## src/rtl/alu_pkg.sv

```systemverilog
`default_nettype none
// ============================================================================
//  Module      : alu_pkg
//  Description : Shared constants for the integer execute stage: base ALU
//                control codes, M-extension funct3 codes, FSM state encoding
//                and op-field widths.
//  Revision    : 1.0 - initial release
// ============================================================================
package alu_pkg;

    // Op-field geometry
    localparam int OP_W    = 5;     // full op: {m_sel, code[3:0]}
    localparam int BASE_W  = 4;     // base ALU control code width
    localparam int F3_W    = 3;     // M-extension funct3 width
    localparam int STATE_W = 2;

    // Base ALU control codes (op[4] == 0)
    localparam logic [BASE_W-1:0] ALU_AND  = 4'b0000;
    localparam logic [BASE_W-1:0] ALU_OR   = 4'b0001;
    localparam logic [BASE_W-1:0] ALU_ADD  = 4'b0010;
    localparam logic [BASE_W-1:0] ALU_SRA  = 4'b0011;
    localparam logic [BASE_W-1:0] ALU_SUB  = 4'b0110;
    localparam logic [BASE_W-1:0] ALU_SLT  = 4'b0111;
    localparam logic [BASE_W-1:0] ALU_SLL  = 4'b1000;
    localparam logic [BASE_W-1:0] ALU_SRL  = 4'b1001;
    localparam logic [BASE_W-1:0] ALU_XOR  = 4'b1010;
    localparam logic [BASE_W-1:0] ALU_SLTU = 4'b1111;

    // M-extension funct3 codes (op[4] == 1)
    localparam logic [F3_W-1:0] F3_MUL    = 3'b000;
    localparam logic [F3_W-1:0] F3_MULH   = 3'b001;
    localparam logic [F3_W-1:0] F3_MULHSU = 3'b010;
    localparam logic [F3_W-1:0] F3_MULHU  = 3'b011;
    localparam logic [F3_W-1:0] F3_DIV    = 3'b100;
    localparam logic [F3_W-1:0] F3_DIVU   = 3'b101;
    localparam logic [F3_W-1:0] F3_REM    = 3'b110;
    localparam logic [F3_W-1:0] F3_REMU   = 3'b111;

    // Execute-stage FSM states
    typedef logic [STATE_W-1:0] state_t;
    localparam state_t ST_IDLE = 2'd0;
    localparam state_t ST_MUL  = 2'd1;
    localparam state_t ST_DIV  = 2'd2;
    localparam state_t ST_DONE = 2'd3;

endpackage : alu_pkg
`default_nettype wire

```

## src/rtl/alu_muldiv_iter.sv

```systemverilog
`default_nettype none
// ============================================================================
//  Module      : alu_muldiv_iter
//  Description : Shared iterative datapath for unsigned multiply (radix-2
//                shift-add) and unsigned restoring division. Operates on
//                operand magnitudes; sign handling lives in the caller.
//  Ports       : clk, rst_n        - clock, async active-low reset
//                flush_i           - abort the running operation
//                start_i           - load operands and begin iterating
//                is_div_i          - 1 = divide, 0 = multiply
//                a_mag_i, b_mag_i  - multiplicand/dividend, multiplier/divisor
//                last_o            - the step taken on this edge is the final one
//                acc_next_o        - accumulator value after this step
//                                    MUL: full 2*XLEN product
//                                    DIV: {remainder, quotient}
//  Revision    : 1.0 - initial release
// ============================================================================
module alu_muldiv_iter #(
    parameter int XLEN  = 32,
    parameter int CNT_W = $clog2(XLEN) + 1
) (
    input  logic              clk,
    input  logic              rst_n,
    input  logic              flush_i,
    input  logic              start_i,
    input  logic              is_div_i,
    input  logic [XLEN-1:0]   a_mag_i,
    input  logic [XLEN-1:0]   b_mag_i,
    output logic              last_o,
    output logic [2*XLEN-1:0] acc_next_o
);

    logic [2*XLEN-1:0] acc_q;
    logic [XLEN-1:0]   md_q;     // multiplicand (MUL) or divisor (DIV)
    logic [CNT_W-1:0]  cnt_q;
    logic              busy_q;
    logic              div_q;

    // Multiply step: add multiplicand into the upper half when the current
    // multiplier bit (acc LSB) is set, then shift the whole accumulator right.
    // The add carry becomes the new MSB.
    logic [XLEN:0]     mul_sum;
    logic [2*XLEN-1:0] mul_next;
    assign mul_sum  = {1'b0, acc_q[2*XLEN-1:XLEN]} + {1'b0, (acc_q[0] ? md_q : {XLEN{1'b0}})};
    assign mul_next = {mul_sum, acc_q[XLEN-1:1]};

    // Divide step: shift {rem, dividend} left by one, trial-subtract the
    // divisor from the remainder; a non-negative difference yields quotient
    // bit 1 and replaces the remainder. Remainder < divisor always holds, so
    // the shifted remainder fits in XLEN+1 bits and diff[XLEN] is its sign.
    logic [XLEN:0]     div_shift;
    logic [XLEN:0]     div_diff;
    logic              div_qbit;
    logic [XLEN-1:0]   div_rem;
    logic [2*XLEN-1:0] div_next;
    assign div_shift = acc_q[2*XLEN-1:XLEN-1];
    assign div_diff  = div_shift - {1'b0, md_q};
    assign div_qbit  = ~div_diff[XLEN];
    assign div_rem   = div_qbit ? div_diff[XLEN-1:0] : div_shift[XLEN-1:0];
    assign div_next  = {div_rem, acc_q[XLEN-2:0], div_qbit};

    assign acc_next_o = div_q ? div_next : mul_next;
    assign last_o     = busy_q && (cnt_q == CNT_W'(XLEN - 1));

    always_ff @(posedge clk or negedge rst_n) begin
        if (!rst_n) begin
            acc_q  <= '0;
            md_q   <= '0;
            cnt_q  <= '0;
            busy_q <= 1'b0;
            div_q  <= 1'b0;
        end else if (flush_i) begin
            cnt_q  <= '0;
            busy_q <= 1'b0;
        end else if (start_i) begin
            acc_q  <= {{XLEN{1'b0}}, a_mag_i};
            md_q   <= b_mag_i;
            cnt_q  <= '0;
            busy_q <= 1'b1;
            div_q  <= is_div_i;
        end else if (busy_q) begin
            // Counter stops at XLEN once the final step retires.
            acc_q <= acc_next_o;
            cnt_q <= cnt_q + CNT_W'(1);
            if (last_o) begin
                busy_q <= 1'b0;
            end
        end
    end

endmodule : alu_muldiv_iter
`default_nettype wire

```

## src/rtl/alu_exec_unit.sv

```systemverilog
`default_nettype none
// ============================================================================
//  Module      : alu_exec_unit
//  Description : Integer execute stage. Single-cycle base ALU ops plus
//                iterative RV-M multiply/divide, valid/ready on both sides.
//  Ports       : clk, rst_n          - clock, async active-low reset
//                flush               - drop in-flight op / held result
//                in_valid, in_ready  - request handshake
//                op                  - op[4]=0: base code op[3:0]
//                                      op[4]=1: M funct3 op[2:0]
//                a, b                - operands
//                out_valid, out_ready- result handshake
//                result, zero, op_err- result, result==0, bad op code
//  Revision    : 1.0 - initial release
// ============================================================================
module alu_exec_unit
    import alu_pkg::*;
#(
    parameter int XLEN     = 32,
    parameter int ENABLE_M = 1,
    parameter int SHAMT_W  = $clog2(XLEN)
) (
    input  logic            clk,
    input  logic            rst_n,
    input  logic            flush,
    input  logic            in_valid,
    output logic            in_ready,
    input  logic [OP_W-1:0] op,
    input  logic [XLEN-1:0] a,
    input  logic [XLEN-1:0] b,
    output logic            out_valid,
    input  logic            out_ready,
    output logic [XLEN-1:0] result,
    output logic            zero,
    output logic            op_err
);

    localparam int CNT_W = $clog2(XLEN) + 1;

    state_t          state_q,  state_d;
    logic [XLEN-1:0] result_q, result_d;
    logic            err_q,    err_d;
    logic [F3_W-1:0] f3_q,     f3_d;
    logic            negq_q,   negq_d;   // negate product / quotient
    logic            negr_q,   negr_d;   // negate remainder

    // ------------------------------------------------------------------
    // Base ALU
    // ------------------------------------------------------------------
    logic [SHAMT_W-1:0] shamt;
    logic [XLEN-1:0]    base_res;
    logic               base_err;

    assign shamt = b[SHAMT_W-1:0];

    always_comb begin
        base_res = '0;
        base_err = 1'b0;
        case (op[BASE_W-1:0])
            ALU_AND:  base_res = a & b;
            ALU_OR:   base_res = a | b;
            ALU_ADD:  base_res = a + b;
            ALU_SUB:  base_res = a - b;
            ALU_XOR:  base_res = a ^ b;
            ALU_SLL:  base_res = a << shamt;
            ALU_SRL:  base_res = a >> shamt;
            ALU_SRA:  base_res = $unsigned($signed(a) >>> shamt);
            ALU_SLT:  base_res = {{(XLEN-1){1'b0}}, ($signed(a) < $signed(b))};
            ALU_SLTU: base_res = {{(XLEN-1){1'b0}}, (a < b)};
            default:  base_err = 1'b1;
        endcase
    end

    // ------------------------------------------------------------------
    // M-extension operand preparation
    // ------------------------------------------------------------------
    logic [F3_W-1:0] f3;
    logic            is_div;
    logic            a_signed, b_signed;
    logic            sa, sb;
    logic [XLEN-1:0] a_mag, b_mag;
    logic            b_is_zero;
    logic            div_ovf;

    assign f3       = op[F3_W-1:0];
    assign is_div   = f3[2];
    // Signed divide ops have funct3[0]==0; for multiply only MULHU treats
    // rs1 as unsigned and only MUL/MULH treat rs2 as signed.
    assign a_signed = is_div ? ~f3[0] : (f3 != F3_MULHU);
    assign b_signed = is_div ? ~f3[0] : ((f3 == F3_MUL) || (f3 == F3_MULH));
    assign sa       = a_signed & a[XLEN-1];
    assign sb       = b_signed & b[XLEN-1];
    assign a_mag    = sa ? (~a + XLEN'(1)) : a;
    assign b_mag    = sb ? (~b + XLEN'(1)) : b;
    assign b_is_zero = (b == '0);
    assign div_ovf   = ~f3[0] && (a == {1'b1, {(XLEN-1){1'b0}}}) && (&b);

    // ------------------------------------------------------------------
    // Iterative datapath
    // ------------------------------------------------------------------
    logic              iter_start;
    logic              iter_last;
    logic [2*XLEN-1:0] acc_next;

    generate
        if (ENABLE_M != 0) begin : g_muldiv
            alu_muldiv_iter #(
                .XLEN  (XLEN),
                .CNT_W (CNT_W)
            ) u_iter (
                .clk        (clk),
                .rst_n      (rst_n),
                .flush_i    (flush),
                .start_i    (iter_start),
                .is_div_i   (is_div),
                .a_mag_i    (a_mag),
                .b_mag_i    (b_mag),
                .last_o     (iter_last),
                .acc_next_o (acc_next)
            );
        end else begin : g_no_muldiv
            assign iter_last = 1'b0;
            assign acc_next  = '0;
        end
    endgenerate

    // Sign fixup applied to the value produced by the final iteration, so
    // the result register loads on the same edge the last step completes.
    logic [2*XLEN-1:0] prod_signed;
    logic [XLEN-1:0]   quot, rem;
    logic [XLEN-1:0]   mul_res, div_res;

    assign prod_signed = negq_q ? (~acc_next + (2*XLEN)'(1)) : acc_next;
    assign mul_res     = (f3_q == F3_MUL) ? prod_signed[XLEN-1:0]
                                          : prod_signed[2*XLEN-1:XLEN];
    assign quot        = acc_next[XLEN-1:0];
    assign rem         = acc_next[2*XLEN-1:XLEN];
    assign div_res     = f3_q[1] ? (negr_q ? (~rem  + XLEN'(1)) : rem)
                                 : (negq_q ? (~quot + XLEN'(1)) : quot);

    // ------------------------------------------------------------------
    // Control FSM
    // ------------------------------------------------------------------
    always_comb begin
        state_d    = state_q;
        result_d   = result_q;
        err_d      = err_q;
        f3_d       = f3_q;
        negq_d     = negq_q;
        negr_d     = negr_q;
        iter_start = 1'b0;

        if (flush) begin
            state_d = ST_IDLE;
        end else begin
            case (state_q)
                ST_IDLE: begin
                    if (in_valid) begin
                        if (!op[OP_W-1]) begin
                            result_d = base_res;
                            err_d    = base_err;
                            state_d  = ST_DONE;
                        end else if (ENABLE_M == 0) begin
                            result_d = '0;
                            err_d    = 1'b1;
                            state_d  = ST_DONE;
                        end else begin
                            err_d  = 1'b0;
                            f3_d   = f3;
                            negq_d = sa ^ sb;
                            negr_d = sa;
                            if (!is_div) begin
                                iter_start = 1'b1;
                                state_d    = ST_MUL;
                            end else if (b_is_zero) begin
                                result_d = f3[1] ? a : {XLEN{1'b1}};
                                state_d  = ST_DONE;
                            end else if (div_ovf) begin
                                result_d = f3[1] ? {XLEN{1'b0}} : a;
                                state_d  = ST_DONE;
                            end else begin
                                iter_start = 1'b1;
                                state_d    = ST_DIV;
                            end
                        end
                    end
                end
                ST_MUL: begin
                    if (iter_last) begin
                        result_d = mul_res;
                        state_d  = ST_DONE;
                    end
                end
                ST_DIV: begin
                    if (iter_last) begin
                        result_d = div_res;
                        state_d  = ST_DONE;
                    end
                end
                ST_DONE: begin
                    if (out_ready) begin
                        state_d = ST_IDLE;
                    end
                end
                default: state_d = ST_IDLE;
            endcase
        end
    end

    always_ff @(posedge clk or negedge rst_n) begin
        if (!rst_n) begin
            state_q  <= ST_IDLE;
            result_q <= '0;
            err_q    <= 1'b0;
            f3_q     <= '0;
            negq_q   <= 1'b0;
            negr_q   <= 1'b0;
        end else begin
            state_q  <= state_d;
            result_q <= result_d;
            err_q    <= err_d;
            f3_q     <= f3_d;
            negq_q   <= negq_d;
            negr_q   <= negr_d;
        end
    end

    assign in_ready  = (state_q == ST_IDLE);
    assign out_valid = (state_q == ST_DONE);
    assign result    = result_q;
    assign zero      = (result_q == '0);
    assign op_err    = err_q;

endmodule : alu_exec_unit
`default_nettype wire

```

## config.mk

```make
export PLATFORM = sky130hd
export DESIGN_NAME = alu_exec_unit
export DESIGN_NICKNAME = d
export VERILOG_FILES = /design/src/rtl/alu_pkg.sv /design/src/rtl/alu_muldiv_iter.sv /design/src/rtl/alu_exec_unit.sv
export SDC_FILE = /design/constraint.sdc
export NUM_CORES = 1
export LEC_CHECK = 0
export BUFFER_PORTS_ARGS = -buffer_cell sky130_fd_sc_hd__buf_2
export CAP_MARGIN = 20
export CORE_MARGIN = 2
export CORE_UTILIZATION = 28
export CTS_CLUSTER_SIZE = 28
export DETAILED_ROUTE_END_ITERATION = 10
export PLACE_DENSITY = 0.43
export SLEW_MARGIN = 20
export SYNTH_ARGS = -nofsm -noshare
export SYNTH_HDL_FRONTEND = slang
export SYNTH_SLANG_ARGS = --single-unit
```

## constraint.sdc

```tcl
create_clock -name clk -period 6.9 [get_ports clk]
set_clock_uncertainty 0.2 [all_clocks]
set_input_delay 0.69 -clock clk [delete_from_list [all_inputs] [get_ports clk]]
set_output_delay 0.69 -clock clk [all_outputs]
set_load 0.01 [all_outputs]
```

# After elaboration in Yosys (flattened, before gate mapping)
# Cells that the tools add are included.
# totals
regBits	144
inputBits	74
word_cells	136
# classes
n_addsub	10
order_cmp	2
eq_ne	24
n_shift	3
muxes	50
bitwise_logic	14
n_reduce_logical	22
# op_table
cell	n
32-bit two-way mux	17
32-bit one-hot mux with 10 select lines	1
64-bit two-way mux	4
32-bit by 1-bit adder with 32-bit output, second input constant	4
32-bit inverter	4
32-bit one-hot mux with 3 select lines	1
64-bit by 1-bit adder with 64-bit output, second input constant	1
32-bit zero test	2
32-bit < comparator	2
64-bit inverter	1
32-bit by 32-bit adder with 33-bit output	1
33-bit by 32-bit subtractor with 33-bit output	1
32-bit adder	1
32-bit AND	1
32-bit == test, second input constant	1
32-bit bitwise OR	1
32-bit AND reduction	1
32-bit by 5-bit << shifter with 32-bit output	1
32-bit by 5-bit right shift with 32-bit output	1
32-bit by 5-bit >>> shifter with 32-bit output	1
32-bit subtractor	1
32-bit XOR	1
6-bit two-way mux	3
1-bit two-way mux	17
other kinds (33)	56

# Logic depth before layout (Yosys ltp)
# depth
ltp_word	12
mapped_depth	24
depth_no_buf	21

# Hierarchy
# A second synthesis with hierarchy kept.
# unflattened
hier_cells	3377
hier_area_um2	24974.0
# by_module_without_submodules
module	instances	cells_per_inst	area_each_um2
alu_exec_unit	1	2289	15922.8
alu_muldiv_iter	1	1088	9051.2

# Worst setup path after synthesis
# OpenSTA, ideal clock, no wires.
# synth_timing
path_type	register to register
startpoint	reg g_muldiv.u_iter.acc_q[42]
endpoint	reg result_q[24] (netlist: result[24])
arrival_time_ns	4.807
path_slack_ns	1.789
path_stages_with_launch	24
path_buffers	4
synth_period_minus_slack_ns	5.111
path_cell_list	dfrtp_1 ha_1 buf_2 a21oi_2 o21ai_2 a2111oi_4 a21oi_2 a22o_1 buf_2 nor2_2 buf_2 clkbuf_1 nand2_1 o21ai_0 a21o_1 ha_1 and4_1 a31o_2 nand3_1 or4_1 o31ai_2 xnor2_1 a21oi_1 a221oi_1
# synth_between
elab_chain_len	9
elab_cells_between_ends	19
cone_classes	5 x add/sub; 10 x mux; 4 x bitwise
# synth_rtl
item	line_no	text
start, declared	alu_muldiv_iter.sv:33	logic [2*XLEN-1:0] acc_q;
start signal, assigned	alu_muldiv_iter.sv:76	acc_q <= {{XLEN{1'b0}}, a_mag_i};
start signal, assigned	alu_muldiv_iter.sv:83	acc_q <= acc_next_o;
33-bit by 32-bit subtractor with 33-bit output	alu_muldiv_iter.sv:57	assign div_diff = div_shift - {1'b0, md_q};
32-bit two-way mux / 1-bit inverter (equally long branches)	alu_muldiv_iter.sv:59, alu_muldiv_iter.sv:58	
64-bit two-way mux (*)	alu_muldiv_iter.sv:62	assign acc_next_o = div_q ? div_next : mul_next;
64-bit inverter (tied with other cells)	alu_exec_unit.sv:133	assign prod_signed = negq_q ? (~acc_next + (2*XLEN)'(1)) : acc_next;
64-bit by 1-bit adder with 64-bit output (tied with other cells)	alu_exec_unit.sv:133	
64-bit two-way mux (tied with other cells)	alu_exec_unit.sv:133	
32-bit two-way mux, on equally long branches	alu_exec_unit.sv:134, alu_exec_unit.sv:138	
32-bit two-way mux, on equally long branches	alu_exec_unit.sv:189, alu_exec_unit.sv:195	
32-bit one-hot mux with 3 select lines (*)	alu_exec_unit.sv:156	case (state_q)
end signal, assigned	alu_exec_unit.sv:220	result_q <= result_d;
end, declared	alu_exec_unit.sv:41	logic [XLEN-1:0] result_q, result_d;
# Every way passes the cells marked *; elsewhere a longest branch is shown, timed or not. The select of a mux whose other input is x is not followed.
# A chain may end at the register's enable or synchronous reset.

# Final worst setup path
# layout_timing
startpoint	reg g_muldiv.u_iter.acc_q[31]
endpoint	reg result_q[4] (netlist: result[4])
# The elaborated chain is that of the path after synthesis.

==> flow_summary.json <==
{
  "status": "completed",
  "drc": 0,
  "synth_cells": 3429,
  "io_pins": 110,
  "post_cts_buffers": 0,
  "viasPerCell": 5.982,
  "final_antenna_net_count": 0,
  "nNetsFinal": 3659,
  "drive_above_1_share_pct": 9.646,
  "num_rows": 107,
  "die_x_um": 297.6,
  "period_share_pct": 85.67,
  "worst_slew_pin_slew_ps": 1092,
  "antenna_found_initial": 9,
  "multiInputGateArea_mm2": 0.01904,
  "hold_path.class": "input port to asynchronous set/reset pin",
  "cp_data_required_time_ps": 7030,
  "synth.area.top_cells": "dfrtp_1 (15%), ha_1 (8.9%), o21ai_0 (7.9%)",
  "ir_worst_vdd_mv": 0.2463,
  "cap_violations": 0,
  "cts_made_buffers": 17,
  "arrival_ps": 6040,
  "hold_viol": 0,
  "portBuffers": 109,
  "gp_congestion": 1.020,
  "final_cells": 4568,
  "dp_cells": 4534,
  "yosysTopAreaCell": "dfrtp_1",
  "critPathLaunch": "g_muldiv.u_iter.acc_q[31]",
  "h-tree-depth": 4,
  "seq_area_mm2": 0.003607,
  "synth_area_mm2": 0.02413,
  "synth-seq-cells": 144,
  "rrSetupSlack_ps": 990,
  "die_y_um": 297.6,
  "ys_warn_count": 0,
  "start_kind": "flop",
  "min_period_ps": 5911,
  "synth_edf_count": 0,
  "drt_pass1_iterations": 8,
  "cts_resized": 0,
  "syn2layout_area_growth_pct": 10.13,
  "p_leak_uw": 0.01108,
  "grt_pass1_vias": 25527,
  "dieArea_mm2": 0.08854,
  "tritoncts": "built",
  "clockBufferDepth": 2,
  "r2r_start": "g_muldiv.u_iter.acc_q[31]",
  "end_kind": "flop",
  "core_mm2": 0.08528,
  "wire_per_inst_um": 28.33,
  "yosysSeqAreaShare_pct": 14.93,
  "grt_overflow": 0,
  "yosysTopAreaCellShare_pct": 14.93,
  "crit_path_max_fanout": 8,
  "regToRegEndpoint": "result[4]",
  "fin_tns_setup_ps": 0,
  "ff2ff_path_depth": 20,
  "clkSinkCount": 144,
  "cts_hold_buf": 0,
  "grt_pass1_wl_um": 185600,
  "nFillCells": 9440,
  "dr.first_iter.drc_count": 2955,
  "synth.distinct_cells": 103,
  "clk_root_buffer_cell": "clkbuf_16",
  "drv_slew": 0,
  "clk_latency_ps": 470,
  "vias": 27327,
  "path_class": "flop to flop",
  "path_clk_slew_ps": 70,
  "rsz0062_at_grt": "no",
  "ys.flop_type": "dfrtp_1",
  "setup_violations": 0,
  "timing.slew.headroom_pct": 26.29,
  "grt_max_degree": 91,
  "power.density_mw_per_mm2": 501.3,
  "syn_area_per_cell_um2": 7.037,
  "max_freq_ghz": 0.1692,
  "grt_usage_pct": 28.17,
  "syn-num-nets": 3679,
  "routed_wl_um": 129400,
  "place_hpwl_um": 102200,
  "ys_async_sr_fraction_pct": 100.0,
  "initial_core_util_pct": 28.29
}
worst max-delay path: stages, from the launching register on:
cell and delay (ps):
dfrtp_1 340, inv_1 80, ha_1 220, fa_1 410, nor2b_1 260, o31a_1 220, o21ai_1 140, a21oi_2 360
a22oi_2 220, a31oi_4 440, ha_1 280, o211ai_1 160, or2_2 370, or3_1 510, or3_1 570, o21ai_0 260
xor2_1 90, nand2_1 90, o21ai_0 80, a221oi_1 360, a211oi_1 90
area by class of cell:
cell class / instances / share of cell area (%)
sequential: 144 / 13.57
inverter: 157 / 2.218
timing repair buffer: 200 / 4.751
multi-input combinational: 2889 / 71.64
tap: 1144 / 5.387
clock buffer: 19 / 1.629
clock inverter: 12 / 0.7769
antenna: 3 / 0.02825
cell usage in the layout (no fill, tap or decap), types with 20 or more instances in the layout:
cell,instances
mux2i_1,112
nor3_1,71
ha_1,172
a221oi_1,56
a31oi_1,41
and2_1,56
a211oi_1,34
mux4_2,24
o211ai_1,51
dfrtp_1,143
nor2b_1,31
or3_1,31
nor4_1,37
inv_1,150
nand3_1,57
nand4_1,44
xnor2_1,148
and3_1,20
xor2_1,50
nand2_1,441
nor2_1,304
a21oi_1,244
o21a_1,22
o21ai_0,378
a21o_1,59
o31ai_1,56
buf_4,90
buf_2,107
routing by layer:
metal	GRT usage [%]	share of wire (%)
met1	38.13	43
met2	44.64	45
met3	3.433	6.8
met4	12.77	5.0
met5	0	0.028
Yosys cell counts, types with 31 or more instances:
cell type	instances
a221oi_1	56
nand2_1	441
dfrtp_1	144
xnor2_1	148
mux2i_1	112
nand4_1	44
nand3_1	57
o211ai_1	51
and2_1	56
nor4_1	38
o31ai_1	56
a211oi_1	34
a21o_1	59
nor2_1	306
inv_1	150
xor2_1	50
o21ai_0	379
a21oi_1	244
nor3_1	73
ha_1	172
clkbuf_1	183
nor2b_1	31
or3_1	31
a31oi_1	41
state kept, by name, summed over array words and instances, names as in the netlist:
| name | cells |
|---|---|
| f3_q | 3 |
| g_muldiv.u_iter.acc_q | 64 |
| g_muldiv.u_iter.busy_q | 1 |
| g_muldiv.u_iter.cnt_q | 6 |
| g_muldiv.u_iter.div_q | 1 |
| g_muldiv.u_iter.md_q | 32 |
| negq_q | 1 |
| negr_q | 1 |
| op_err | 1 |
| result | 32 |
| state_q | 2 |
report_power, final:
| group | total (µW) | leakage (µW) | internal (µW) | switching (µW) |
|---|---|---|---|---|
| clock | 1080 | 0.000308 | 644 | 436 |
| combinational | 10500 | 0.00895 | 3560 | 6910 |
| sequential | 1770 | 0.00182 | 1230 | 541 |
worst max-delay path by stage:
stage,end,slack [ps],cells past startpoint
floorplan,result[24],1790,23
global placement,result[27],800,15
detailed placement,result[27],940,15
CTS,result[4],1040,20
global route,result[28],630,18
finish,result[4],990,20
metrics by stage:
| stage | area [µm²] | total power (µW) | setup slack [ps] | utilization [%] | hold WS, ps |
|---|---|---|---|---|---|
| finish | 26570 | 13320 | 988.9 | 31.16 | 61.31 |
| global route | 26570 | 14180 | 632.0 | 31.15 | 129.2 |
| CTS | 26570 | 13160 | 1036 | 31.15 | 109.3 |
| detailed placement | 25930 | 12030 | 942.2 | 30.40 | 277.6 |
| global placement | 25930 | 12090 | 803.3 | 30.40 | 265.5 |
| floorplan | 24130 | 8304 | 1789 | - | 194.4 |
kinds of logic after synthesis:
family          after synthesis  synth area share (%)
xor+xnor                    198                 7.187
compound gates             1190                 32.10
fa+ha+maj                   176                 9.251
flops                       144                 14.93
buf+inv                     396                 6.383
simple gates               1170                 22.37
mux                         155                 7.773
No activity file was read; power rests on OpenSTA's default activity.
